### config.mk
export PLATFORM = sky130hd
export DESIGN_NAME = sprite_eval
export DESIGN_NICKNAME = d
export VERILOG_FILES = /design/src/rtl/sprite_pkg.sv /design/src/rtl/sprite_slice_pick.sv /design/src/rtl/sprite_eval.sv
export SDC_FILE = /design/constraint.sdc
export NUM_CORES = 1
export LEC_CHECK = 0
export CORE_MARGIN = 2
export CORE_UTILIZATION = 39
export CTS_BUF_LIST = sky130_fd_sc_hd__clkbuf_16
export CTS_CLUSTER_DIAMETER = 100
export DETAILED_ROUTE_END_ITERATION = 8
export GPL_ROUTABILITY_DRIVEN = 0
export GPL_TIMING_DRIVEN = 0
export PLACE_DENSITY = 0.77
export SYNTH_ARGS = -nofsm -noshare
export SYNTH_HDL_FRONTEND = slang
export SYNTH_HIERARCHICAL = 1
export SYNTH_SLANG_ARGS = --single-unit
### constraint.sdc
create_clock -name clk -period 0.8 [get_ports clk]
set_input_delay 0.16 -clock clk [delete_from_list [all_inputs] [get_ports clk]]
set_output_delay 0.16 -clock clk [all_outputs]
set_load 0.01 [all_outputs]
### src/rtl/sprite_pkg.sv
// Shared constants and helpers for the sprite evaluation slice.
// Build option: SPRITE_BYPASS_EN (see sprite_eval.sv).
package sprite_pkg;

  localparam int SCREEN_W    = 640;
  localparam int TILE_PX     = 8;
  localparam int SLICE_W     = 8;

  // Tile-row address layout: {table, row, col, pixel-row}
  localparam int PROW_W      = 3;
  localparam int TCOL_W      = 4;
  localparam int TROW_W      = 4;
  localparam int TILE_ADDR_W = 1 + TROW_W + TCOL_W + PROW_W;
  localparam int PROW_LSB    = 0;
  localparam int TCOL_LSB    = PROW_LSB + PROW_W;
  localparam int TROW_LSB    = TCOL_LSB + TCOL_W;
  localparam int TTBL_BIT    = TROW_LSB + TROW_W;

  // Extent in pixels of a sprite dimension stored as "tiles minus one"
  function automatic logic [6:0] span_px(input logic [2:0] size);
    return {1'b0, size, 3'b000} + 7'(TILE_PX);
  endfunction

endpackage

### src/rtl/sprite_slice_pick.sv
// Picks the lowest not-yet-loaded slice word among slices 0..size_x.
// Returns it one-hot together with its binary index (0 when none is left).
module sprite_slice_pick
  import sprite_pkg::*;
(
  input  logic [2:0]         size_x,
  input  logic [SLICE_W-1:0] loaded,
  output logic [SLICE_W-1:0] pick,
  output logic [2:0]         idx
);

  localparam logic [SLICE_W-1:0] ONE = SLICE_W'(1);

  logic [SLICE_W-1:0] cand;
  logic [SLICE_W-1:0] avail;

  // Mask to the sprite width, isolate the lowest free bit and encode it
  always_comb begin
    cand = '0;
    for (int i = 0; i < SLICE_W; i++) begin
      if (3'(i) <= size_x) cand[i] = 1'b1;
    end
    avail = cand & ~loaded;
    pick  = avail & (~avail + ONE);
    idx   = '0;
    for (int i = SLICE_W - 1; i >= 0; i--) begin
      if (avail[i]) idx = 3'(i);
    end
  end

endmodule

### src/rtl/sprite_eval.sv
// Per-sprite scanline test, on-screen test and next tile-row address.
// Build option: define SPRITE_BYPASS_EN for purely combinational outputs
// (clk and rst then unused); default is one register stage.
module sprite_eval
  import sprite_pkg::*;
(
  input  logic                   clk,
  input  logic                   rst,
  input  logic [15:0]            a,
  input  logic [15:0]            b,
  input  logic [2:0]             sizeX,
  input  logic [2:0]             sizeY,
  input  logic                   hFlip,
  input  logic                   vFlip,
  input  logic                   tileTable,
  input  logic [3:0]             tileX,
  input  logic [3:0]             tileY,
  input  logic [9:0]             f,
  input  logic [SLICE_W-1:0]     tile_word_loaded,
  output logic                   xbounded,
  output logic                   yintersect,
  output logic [SLICE_W-1:0]     tile_word_next,
  output logic [TILE_ADDR_W-1:0] tile
);

  logic [6:0]             height_px;
  logic [10:0]            y_top;
  logic [10:0]            y_end;
  logic [5:0]             row_off;
  logic [5:0]             row_sel;
  logic [SLICE_W-1:0]     pick;
  logic [2:0]             slice_idx;
  logic [2:0]             tcol;
  logic [3:0]             tile_col;
  logic [3:0]             tile_row;
  logic                   xb_p0;
  logic                   yint_p0;
  logic [SLICE_W-1:0]     next_p0;
  logic [TILE_ADDR_W-1:0] tile_p0;

  // Upper halves of the coordinate words carry no position information
  logic unused_hi;
  assign unused_hi = ^{a[15:10], b[15:10]};

  sprite_slice_pick u_pick (
    .size_x (sizeX),
    .loaded (tile_word_loaded),
    .pick   (pick),
    .idx    (slice_idx)
  );

  // Stage p0: geometry tests and tile-row address from the current record
  always_comb begin
    height_px = span_px(sizeY);
    y_top     = {1'b0, b[9:0]};
    y_end     = y_top + {4'd0, height_px};
    xb_p0     = {1'b0, a[9:0]} < 11'(SCREEN_W);
    yint_p0   = ({1'b0, f} >= y_top) && ({1'b0, f} < y_end);
    row_off   = 6'(f - b[9:0]);
    row_sel   = vFlip ? (6'(height_px - 7'd1) - row_off) : row_off;
    tcol      = hFlip ? (sizeX - slice_idx) : slice_idx;
    tile_col  = tileX + {1'b0, tcol};
    tile_row  = tileY + {1'b0, row_sel[5:3]};
    next_p0   = yint_p0 ? pick : '0;
    tile_p0   = (yint_p0 && (pick != '0))
                ? {tileTable, tile_row, tile_col, row_sel[2:0]} : '0;
  end

`ifdef SPRITE_BYPASS_EN
  logic unused_clk;
  assign unused_clk = clk ^ rst;

  assign xbounded       = xb_p0;
  assign yintersect     = yint_p0;
  assign tile_word_next = next_p0;
  assign tile           = tile_p0;
`else
  logic                   xb_p1;
  logic                   yint_p1;
  logic [SLICE_W-1:0]     next_p1;
  logic [TILE_ADDR_W-1:0] tile_p1;

  // Stage p1: output register, cleared asynchronously while rst is low
  always_ff @(posedge clk or negedge rst) begin
    if (!rst) begin
      xb_p1   <= 1'b0;
      yint_p1 <= 1'b0;
      next_p1 <= '0;
      tile_p1 <= '0;
    end else begin
      xb_p1   <= xb_p0;
      yint_p1 <= yint_p0;
      next_p1 <= next_p0;
      tile_p1 <= tile_p0;
    end
  end

  assign xbounded       = xb_p1;
  assign yintersect     = yint_p1;
  assign tile_word_next = next_p1;
  assign tile           = tile_p1;
`endif

endmodule

# ---- Yosys cells after proc, flatten, opt, wreduce, memory -nomap -nowiden
# Index checks and enable logic that the tools add are counted.
dict set report classes {
  add_sub_neg 9
  n_lt_le_gt_ge 11
  muxes 20
  n_bitwise 4
  n_reduce_logical 3
}
# op n
set op_table {}
lappend op_table {{2-to-1 mux 3 bit} 9}
lappend op_table {{bitwise AND 8 bit} 2}
lappend op_table {{inverter 8 bit} 2}
lappend op_table {{<= comparator 3 bit (first input constant)} 4}
lappend op_table {{2-to-1 mux 12 bit} 1}
lappend op_table {{subtractor 6 bit} 2}
lappend op_table {{adder 10 x 7 -> 11 bit} 1}
lappend op_table {{< comparator 10 x 11 -> 1 bit} 1}
lappend op_table {{>= comparator 10 bit} 1}
lappend op_table {{< comparator 10 bit (second input constant)} 1}
lappend op_table {{adder 4 x 3 -> 4 bit} 2}
lappend op_table {{adder 8 x 1 -> 8 bit (second input constant)} 1}
lappend op_table {{2-to-1 mux 1 bit} 8}
lappend op_table {{2-to-1 mux 8 bit} 1}
lappend op_table {{nonzero test 8 bit} 1}
lappend op_table {{adder 6 x 4 -> 7 bit (second input constant)} 1}
lappend op_table {{<= comparator 1 x 3 -> 1 bit (first input constant)} 2}
lappend op_table {{<= comparator 2 x 3 -> 1 bit (first input constant)} 2}
lappend op_table {{2-to-1 mux 6 bit} 1}
lappend op_table {{subtractor 6 x 1 -> 6 bit (second input constant)} 1}
lappend op_table {{subtractor 3 bit} 1}
lappend op_table {{logical AND 1 bit} 2}
dict set report word_totals {
  ff_bits 22
  in_bits 69
  output_inout_bits 22
}

# ---- Logic depth before layout (Yosys ltp)
# Gate-level depths: netlist (run 1).
dict set report depth {
  word_depth 15
  mapped_depth 17
  depth_no_buf 17
}

# ---- By module
# The synthesis (run 1) kept the hierarchy.
# mod n_inst cells_per_inst area_each_um2
set modules_own_cells {}
lappend modules_own_cells {sprite_eval 1 207 1888.1}
lappend modules_own_cells {sprite_slice_pick 1 41 271.5}

# ---- Least setup slack after synthesis (run 1)
# No wires, ideal clock.
dict set report synth_path {
  path_type {input to register}
  start {input port f[0]}
  end {register tile_p1[10] (netlist: tile[10])}
  setup_ns 0.072
  t_arrival_ns 2.898
  setup_slack_ns -2.170
  stages 17
  path_cell_list {inv_1 > ha_1 > inv_1 > fa_1 > a21o_1 > a21oi_1 > xor2_1 > fa_1 > xnor2_1 > nand2_1 > xor2_1 > xnor2_1 > ha_1 > a21oi_1 > xnor2_1 > nand3_1 > nor2_1}
}
dict set report synth_via {
  elab_chain_cells 5
}
# element line_no
set synth_lines {}
lappend synth_lines {{from (decl)} sprite_eval.sv:18} ;# input logic [9:0] f,
lappend synth_lines {{subtractor 6 bit} sprite_eval.sv:59} ;# row_off = 6'(f - b[9:0]);
lappend synth_lines {{subtractor 6 bit} sprite_eval.sv:60} ;# row_sel = vFlip ? (6'(height_px - 7'd1) - row_off) : row_off;
lappend synth_lines {{2-to-1 mux 6 bit} sprite_eval.sv:60}
lappend synth_lines {{adder 4 x 3 -> 4 bit} sprite_eval.sv:63} ;# tile_row = tileY + {1'b0, row_sel[5:3]};
lappend synth_lines {{2-to-1 mux 12 bit *} sprite_eval.sv:66} ;# ? {tileTable, tile_row, tile_col, row_sel[2:0]} : '0;
lappend synth_lines {{via tile_p0[10]} sprite_eval.sv:39} ;# logic [TILE_ADDR_W-1:0] tile_p0;
lappend synth_lines {{to (signal assigned)} sprite_eval.sv:94} ;# tile_p1 <= tile_p0;
lappend synth_lines {{to (decl)} sprite_eval.sv:81} ;# logic [TILE_ADDR_W-1:0] tile_p1;
# Mark *: on every way through the listed nets, which the timed path passes. The rest lies on a longest branch.

# ---- Worst setup path in the final report (run 1)
# Same ends and word-level chain as after synthesis.

==> results of run 1 <==
-- cell usage in the layout, fill, tap and decap left out, types with 5 or more instances in the layout --
cell	instances
o21ai_0	5
a21oi_1	8
buf_4	24
nor2_4	14
clkbuf_2	5
nand3_1	11
xnor2_1	14
nor2_2	6
a21o_1	8
buf_8	9
a21oi_2	7
clkdlybuf4s50_1	24
buf_2	23
inv_1	20
dlygate4sd2_1	5
ha_4	8
fa_2	5
dfrtp_1	22
buf_6	9
nor2_1	6
ha_1	20
nand2_1	19
-- state kept, by name (all words and copies together) (netlist names) --
signal          count
xbounded            1
yintersect          1
tile_word_next      8
tile               12
-- where the power goes --
| group | switching, mW | internal, mW | total [mW] | leakage (nW) |
|---|---|---|---|---|
| Sequential | 0.0317 | 1.20 | 1.23 | 0.298 |
| Combinational | 1.31 | 1.46 | 2.77 | 1.33 |
| Clock | 0.358 | 0.665 | 1.02 | 0.0385 |
| Total | 1.70 | 3.33 | 5.02 | 1.67 |
-- per-stage QoR --
stage | cell area (um^2) | instances | hold WS (ns)
2_1_floorplan | 2310 | 248 | -0.136
4_1_cts | 3450 | 415 | 0.163
3_3_place_gp | 3100 | 390 | 0.667
5_1_grt | 3620 | 424 | -0.0827
6_report | 3620 | 424 | -0.126
3_5_place_dp | 3100 | 390 | 0.682
-- cell usage after synthesis (2+ instances only) --
| cell type | instances |
|---|---|
| nor2b_1 | 3 |
| nor3_1 | 3 |
| buf_4 | 2 |
| inv_1 | 26 |
| nand2_1 | 20 |
| nor4_1 | 4 |
| o21ai_0 | 9 |
| dfrtp_1 | 22 |
| nor2_1 | 26 |
| fa_1 | 6 |
| o21a_1 | 2 |
| ha_1 | 31 |
| a211oi_1 | 2 |
| nand3_1 | 13 |
| buf_6 | 3 |
| o21ai_1 | 2 |
| a21o_1 | 8 |
| nand2b_1 | 2 |
| nand4_1 | 2 |
| clkbuf_1 | 2 |
| and2_1 | 3 |
| xnor2_1 | 16 |
| and4_1 | 2 |
| xor2_1 | 5 |
| a21oi_1 | 16 |
-- kinds of logic after synthesis --
group                      count (synthesis)  share of synthesized area [%]
xor gates and xnor gates                  21                           8.52
DFF                                       22                           25.5
adders and majority gates                 37                           23.5
AOI/OAI and AO/OA                         48                           14.6
and+or+nand+nor                           86                           20.5
buffers and inverters                     34                           7.36
-- repair_timing --
action	4_1_cts	5_1_grt
gates cloned	1	0
pin swaps	54	48
gates resized for setup	209	44
hold endpoints to repair	0	22
buffers inserted	20	10
endpoints found under the setup margin	65	65
-- layer usage --
layer	wire length (um)	share of wire (%)	GRT usage [%]	up-vias
li1	-	-	-	1057
met1	2510	43	23.0	987
met2	2980	51	35.7	47
met3	203	3.5	3.22	12
met4	111	1.9	3.86	0
met5	0	0	0	-
-- final timing paths --
path / from / to / slack [ns]
max in group asynchronous: rst / tile[3] / 0.58
min in group clk: tile_word_loaded[3] / tile_word_next[3] / 0.24
min: rst / tile_word_next[4] / -0.13
max: f[0] / tile[10] / -2.08
-- layout make-up --
type / instances / area, um^2
Multi-Input combinational cell: 192 / 1850
Fill cell: 408 / 1820
Timing Repair Buffer: 100 / 861
Sequential cell: 22 / 551
Inverter: 26 / 113
Tap cell: 72 / 90.1
Buffer: 8 / 80.1
Clock buffer: 3 / 75.1
Clock inverter: 1 / 3.75
==> key figures, run 1 <==
Status
  – Status: finished with violations
  – Failing checks: hold timing, setup timing

Cells and area
  – Nets: 459
  – Number of diodes: 0
  – Synthesis-to-layout area growth: 67.6%
  – Fin util: 66.6%
  – Layout cells sized above 1: 42.9%

STA
  – Final setup viols: 43
  – Worst-margin pin slew: 0.518 ns
  – Slew headroom: roughly two thirds
  – Final Critical Period: 2.88 ns
  – Final period util: 361%
  – RSZ-0062 raised after global routing: true
  – Setup TNS: -40.49 ns
  – Slew Limit Fails: 0
  – Fmax: about 0.35 GHz
  – Final hold violation count: 22
  – Min Hold Slack: -0.126 ns
  – Post-route setup slack: -2.08 ns

Critical path
  – Critical path buffers and inverters: 3
  – Crit-path cells: buf_8, inv_12, ha_4, inv_2, fa_2, a21o_1, a21oi_2, xor2_2, fa_2, xnor2_2, nand2_1, xor2_1, xnor2_1, ha_1, a21oi_2, xnor2_1, nand3_1, nor2_1
  – Critical path endpoint category: flip-flop
  – Top cell family by delay on the critical path: adder cells
  – Crit path required time: 0.98 ns
  – Worst Setup Path Type: in2reg
  – CP max stage cell: fa_2
  – Crit Path Max Fanout: 2
  – Levels on crit path: 18
  – Worst path max stage delay: 0.39 ns
  – Arrival @ worst endpoint: 3.06 ns
  – CP startpoint kind: primary input

Drt
  – DRT Pass-1 Iters: 4
  – DRC violations left: 0
  – Iter 0 DRT Violations: 67
  – Vias per inst: roughly 5.0
  – Via count: 2103
  – Final WL: 5810 um
  – Routed len/inst: 13.7 um
  – Final ANT Viol Nets: 0

Clock network
  – Clock buffer depth: 2
  – Clock transition at path regs: 0.05 ns
  – CTS sink count: 22
  – Total CTS buffers: 3
  – CTS tree: built
  – CTS Hold Bufs: 0
  – H-tree Lvls: 1
  – Root buf cell: clkbuf_16

Die
  – CORE AREA: 0.00544 mm^2
  – # IOs: 91
  – Num rows: 27
  – Die height: 78.4 um
  – Initial Util: about two fifths
  – Die area: roughly 0.0061 mm^2
  – Die X: roughly 80 um

Pwr
  – Total power: 5.02 mW
  – Leakage: 1.67 nW
  – Ratio of total power to cell area: ~1400 mW/mm^2
  – VDD IR max: 1010 uV

Flow run
  – Max_cap viols: 0

Logic synthesis
  – Synth Net Count: around 350
  – Yosys top cell by area: dfrtp_1
  – Asr flop ratio synth: 100%
  – Yosys warns: 6
  – Post-synthesis instance total: 248
  – Count of state elements after synthesis: 22
  – Post-synth EDFFs: 0
  – Main area contributors after synthesis: dfrtp_1, ha_1, xnor2_1
  – Mapped cell area: 0.00216 mm^2
  – Sequential share of the synthesized area: 25.5%
  – Synth Flop Type: dfrtp_1
  – Area share of the largest cell type after synthesis: 25.5%
  – Post-Synthesis Mean Instance Area: 8.71 um^2
  – Post-synthesis cell type count: 43

GRT
  – Global-route wire length before repair: 9470 um
  – GR Util All Layers: 19.1%
  – Pin count of the biggest net entering global routing: 23
  – Vias in the first global route: 2136
  – Initial antenna violation count: 0
  – Grt ovf: 0

Place
  – Number of port buffers: 70
  – Hpwl dp: 4150 um
  – Worst slack, placed: -2.84 ns

Min path
  – Hold crit path type: in2async
No activity file was read; power rests on OpenSTA's default activity.
==> run 2: changes to the inputs <==
--- a/config.mk
+++ b/config.mk
@@ -5,7 +5,7 @@
 export SDC_FILE = /design/constraint.sdc
 export NUM_CORES = 1
 export LEC_CHECK = 0
-export CORE_MARGIN = 2
+export CAP_MARGIN = 20
 export CORE_UTILIZATION = 39
 export CTS_BUF_LIST = sky130_fd_sc_hd__clkbuf_16
 export CTS_CLUSTER_DIAMETER = 100
==> run 2 against run 1 <==
The flow still finishes with violations (hold timing, setup timing). Sequential power barely moved. Sequential share of layout area is 0.29 points higher. Critical endpoint unchanged. Cell area decreased by 1.9%. Highest routed layer unchanged. First-iteration DRC count is 18% lower.
==> key figures, run 2 (same netlist as run 1, synthesis figures left out) <==
Status
  – Status: finished with violations
  – Failing checks: hold timing, setup timing

Clock network
  – CTS sink count: 22
  – H-tree Lvls: 1
  – Clock transition at path regs: 0.06 ns
  – CTS tree: built
  – Total CTS buffers: 3
  – Root buf cell: clkbuf_16
  – CTS Hold Bufs: 0
  – Clock buffer depth: 2

Die
  – Initial Util: 41.5%
  – Die area: slightly below 0.006 mm^2
  – Die height: 76.4 um
  – Num rows: 26
  – CORE AREA: 0.00520 mm^2
  – # IOs: 91
  – Die X: 76.4 um

STA
  – Final hold violation count: 22
  – Setup TNS: -38.14 ns
  – RSZ-0062 raised after global routing: true
  – Slew Limit Fails: 0
  – Worst-margin pin slew: 0.535 ns
  – Slew headroom: 64.3%
  – Fmax: approximately 0.35 GHz
  – Post-route setup slack: -2.04 ns
  – Final Critical Period: 2.84 ns
  – Final setup viols: 43
  – Final period util: 355%
  – Min Hold Slack: -0.124 ns

Cells and area
  – Max FFs per register: 12
  – Fin util: around two thirds
  – Layout cells sized above 1: 41.1%
  – Commonest non-fill, non-tap cell in the layout: buf_2
  – Number of diodes: 0
  – Cell area after layout: around 0.0036 mm^2
  – Fin cells: approximately 420
  – Most frequent cells in the layout: buf_2, buf_4, clkdlybuf4s50_1, dfrtp_1
  – Number of fill cells: between 300 and 400
  – Nets: 460
  – Synthesis-to-layout area growth: 64.4%

Flow run
  – Max_cap viols: 0

Pwr
  – Power Internal: ~3.2 mW
  – Sw Ratio: 34.1%
  – Leakage: between 1.5 and 2 nW
  – VDD IR max: 855 uV
  – Ratio of total power to cell area: 1370 mW/mm^2
  – Net Sw Power: 1.66 mW
  – Clock power share: 21.3%
  – Gate power share: 53.4%
  – Sequential power share: 25.3%
  – Total power: 4.88 mW

GRT
  – GR Util All Layers: 19.9%
  – Grt ovf: 0
  – Vias in the first global route: 2137
  – Global-route wire length before repair: 9400 um
  – Pin count of the biggest net entering global routing: 23
  – Initial antenna violation count: 0

Critical path
  – Crit Path Max Fanout: 2
  – Critical Path Source: f[0]
  – Worst Setup Path Type: in2reg
  – Crit path required time: 0.98 ns
  – CP startpoint kind: primary input
  – Arrival @ worst endpoint: 3.02 ns
  – Critical path endpoint category: flip-flop

Place
  – Number of port buffers: 70
  – Placed Cells incl. Taps: 388
  – Worst slack, placed: -2.82 ns
  – Placed Area: around 0.0031 mm^2
  – Hpwl dp: 4170 um

Drt
  – DRT Pass-1 Iters: 4
  – Final WL: 5860 um
  – Final ANT Viol Nets: 0
  – Vias per inst: 5.05
  – Iter 0 DRT Violations: 55
  – Via count: 2138
  – Routed len/inst: approximately 14 um
  – DRC violations left: 0

Min path
  – Hold crit path type: in2async
==> run 2: cell count changes in the layout (fill, tap and decap cells not counted), moves of 2 or more <==
cell,delta
nor2_2,+2
dlygate4sd2_1,+2
buf_8,-4
nor2_4,-5
buf_4,+2
clkbuf_2,-3
buf_2,+5
buf_6,+2
nor2_1,+3
==> run 2: critical path, stage by stage <==
cell	delay (ns)
buf_8	0.11
inv_12	0.04
ha_4	0.12
inv_2	0.04
fa_2	0.38
a21o_1	0.19
a21oi_2	0.16
xor2_1	0.23
fa_2	0.47
nand2_1	0.08
o21ai_2	0.07
ha_1	0.31
a21o_1	0.18
a21oi_2	0.15
xnor2_1	0.14
nand3_1	0.09
nor2_1	0.11
==> run 2: cell type report <==
type                            instances  area [um^2]  share of cell area, %
Multi-Input combinational cell        192         1820                   51.1
Timing Repair Buffer                  101          833                   23.5
Sequential cell                        22          551                   15.5
Inverter                               26          113                   3.17
Tap cell                               70         87.6                   2.47
Clock buffer                            3         75.1                   2.11
Buffer                                  8         72.6                   2.04
Clock inverter                          1         3.75                  0.106
==> run 2: power groups by stage <==
stage	clock network, mW	logic (mW)	registers, mW
after CTS	1.06	2.55	1.23
after global routing	1.11	2.84	1.24
after floorplan	0	1.28	1.30
after global placement	0	2.03	1.25
after detailed placement	0	2.08	1.25
final	1.04	2.61	1.23
==> run 2: timing repair <==
action                     in CTS  in global routing
setup buffers                  30                  2
gates resized for setup       219                 21
setup endpoints to repair      65                 65
pin swaps                      60                 12
gates cloned                    2                  0
hold endpoints to repair        0                 22
==> run 2: worst paths after layout <==
path	to	slack, ns	cells past startpoint
max	tile[10]	-2.04	17
min	tile_word_next[5]	-0.12	1
max in group asynchronous	tile[0]	0.57	1
min in group clk	tile_word_next[6]	0.30	4
==> run 2: layer usage <==
metal  share of wire (%)  vias to the layer above  routed length, um  track usage, %
met5                   0                        -                  0               0
met4                 1.2                        0                 72            4.23
met3                 3.4                       10                200            3.35
met2                  51                       56               3010            35.8
met1                  44                     1004               2570            24.9
li1                    -                     1068                  -               -
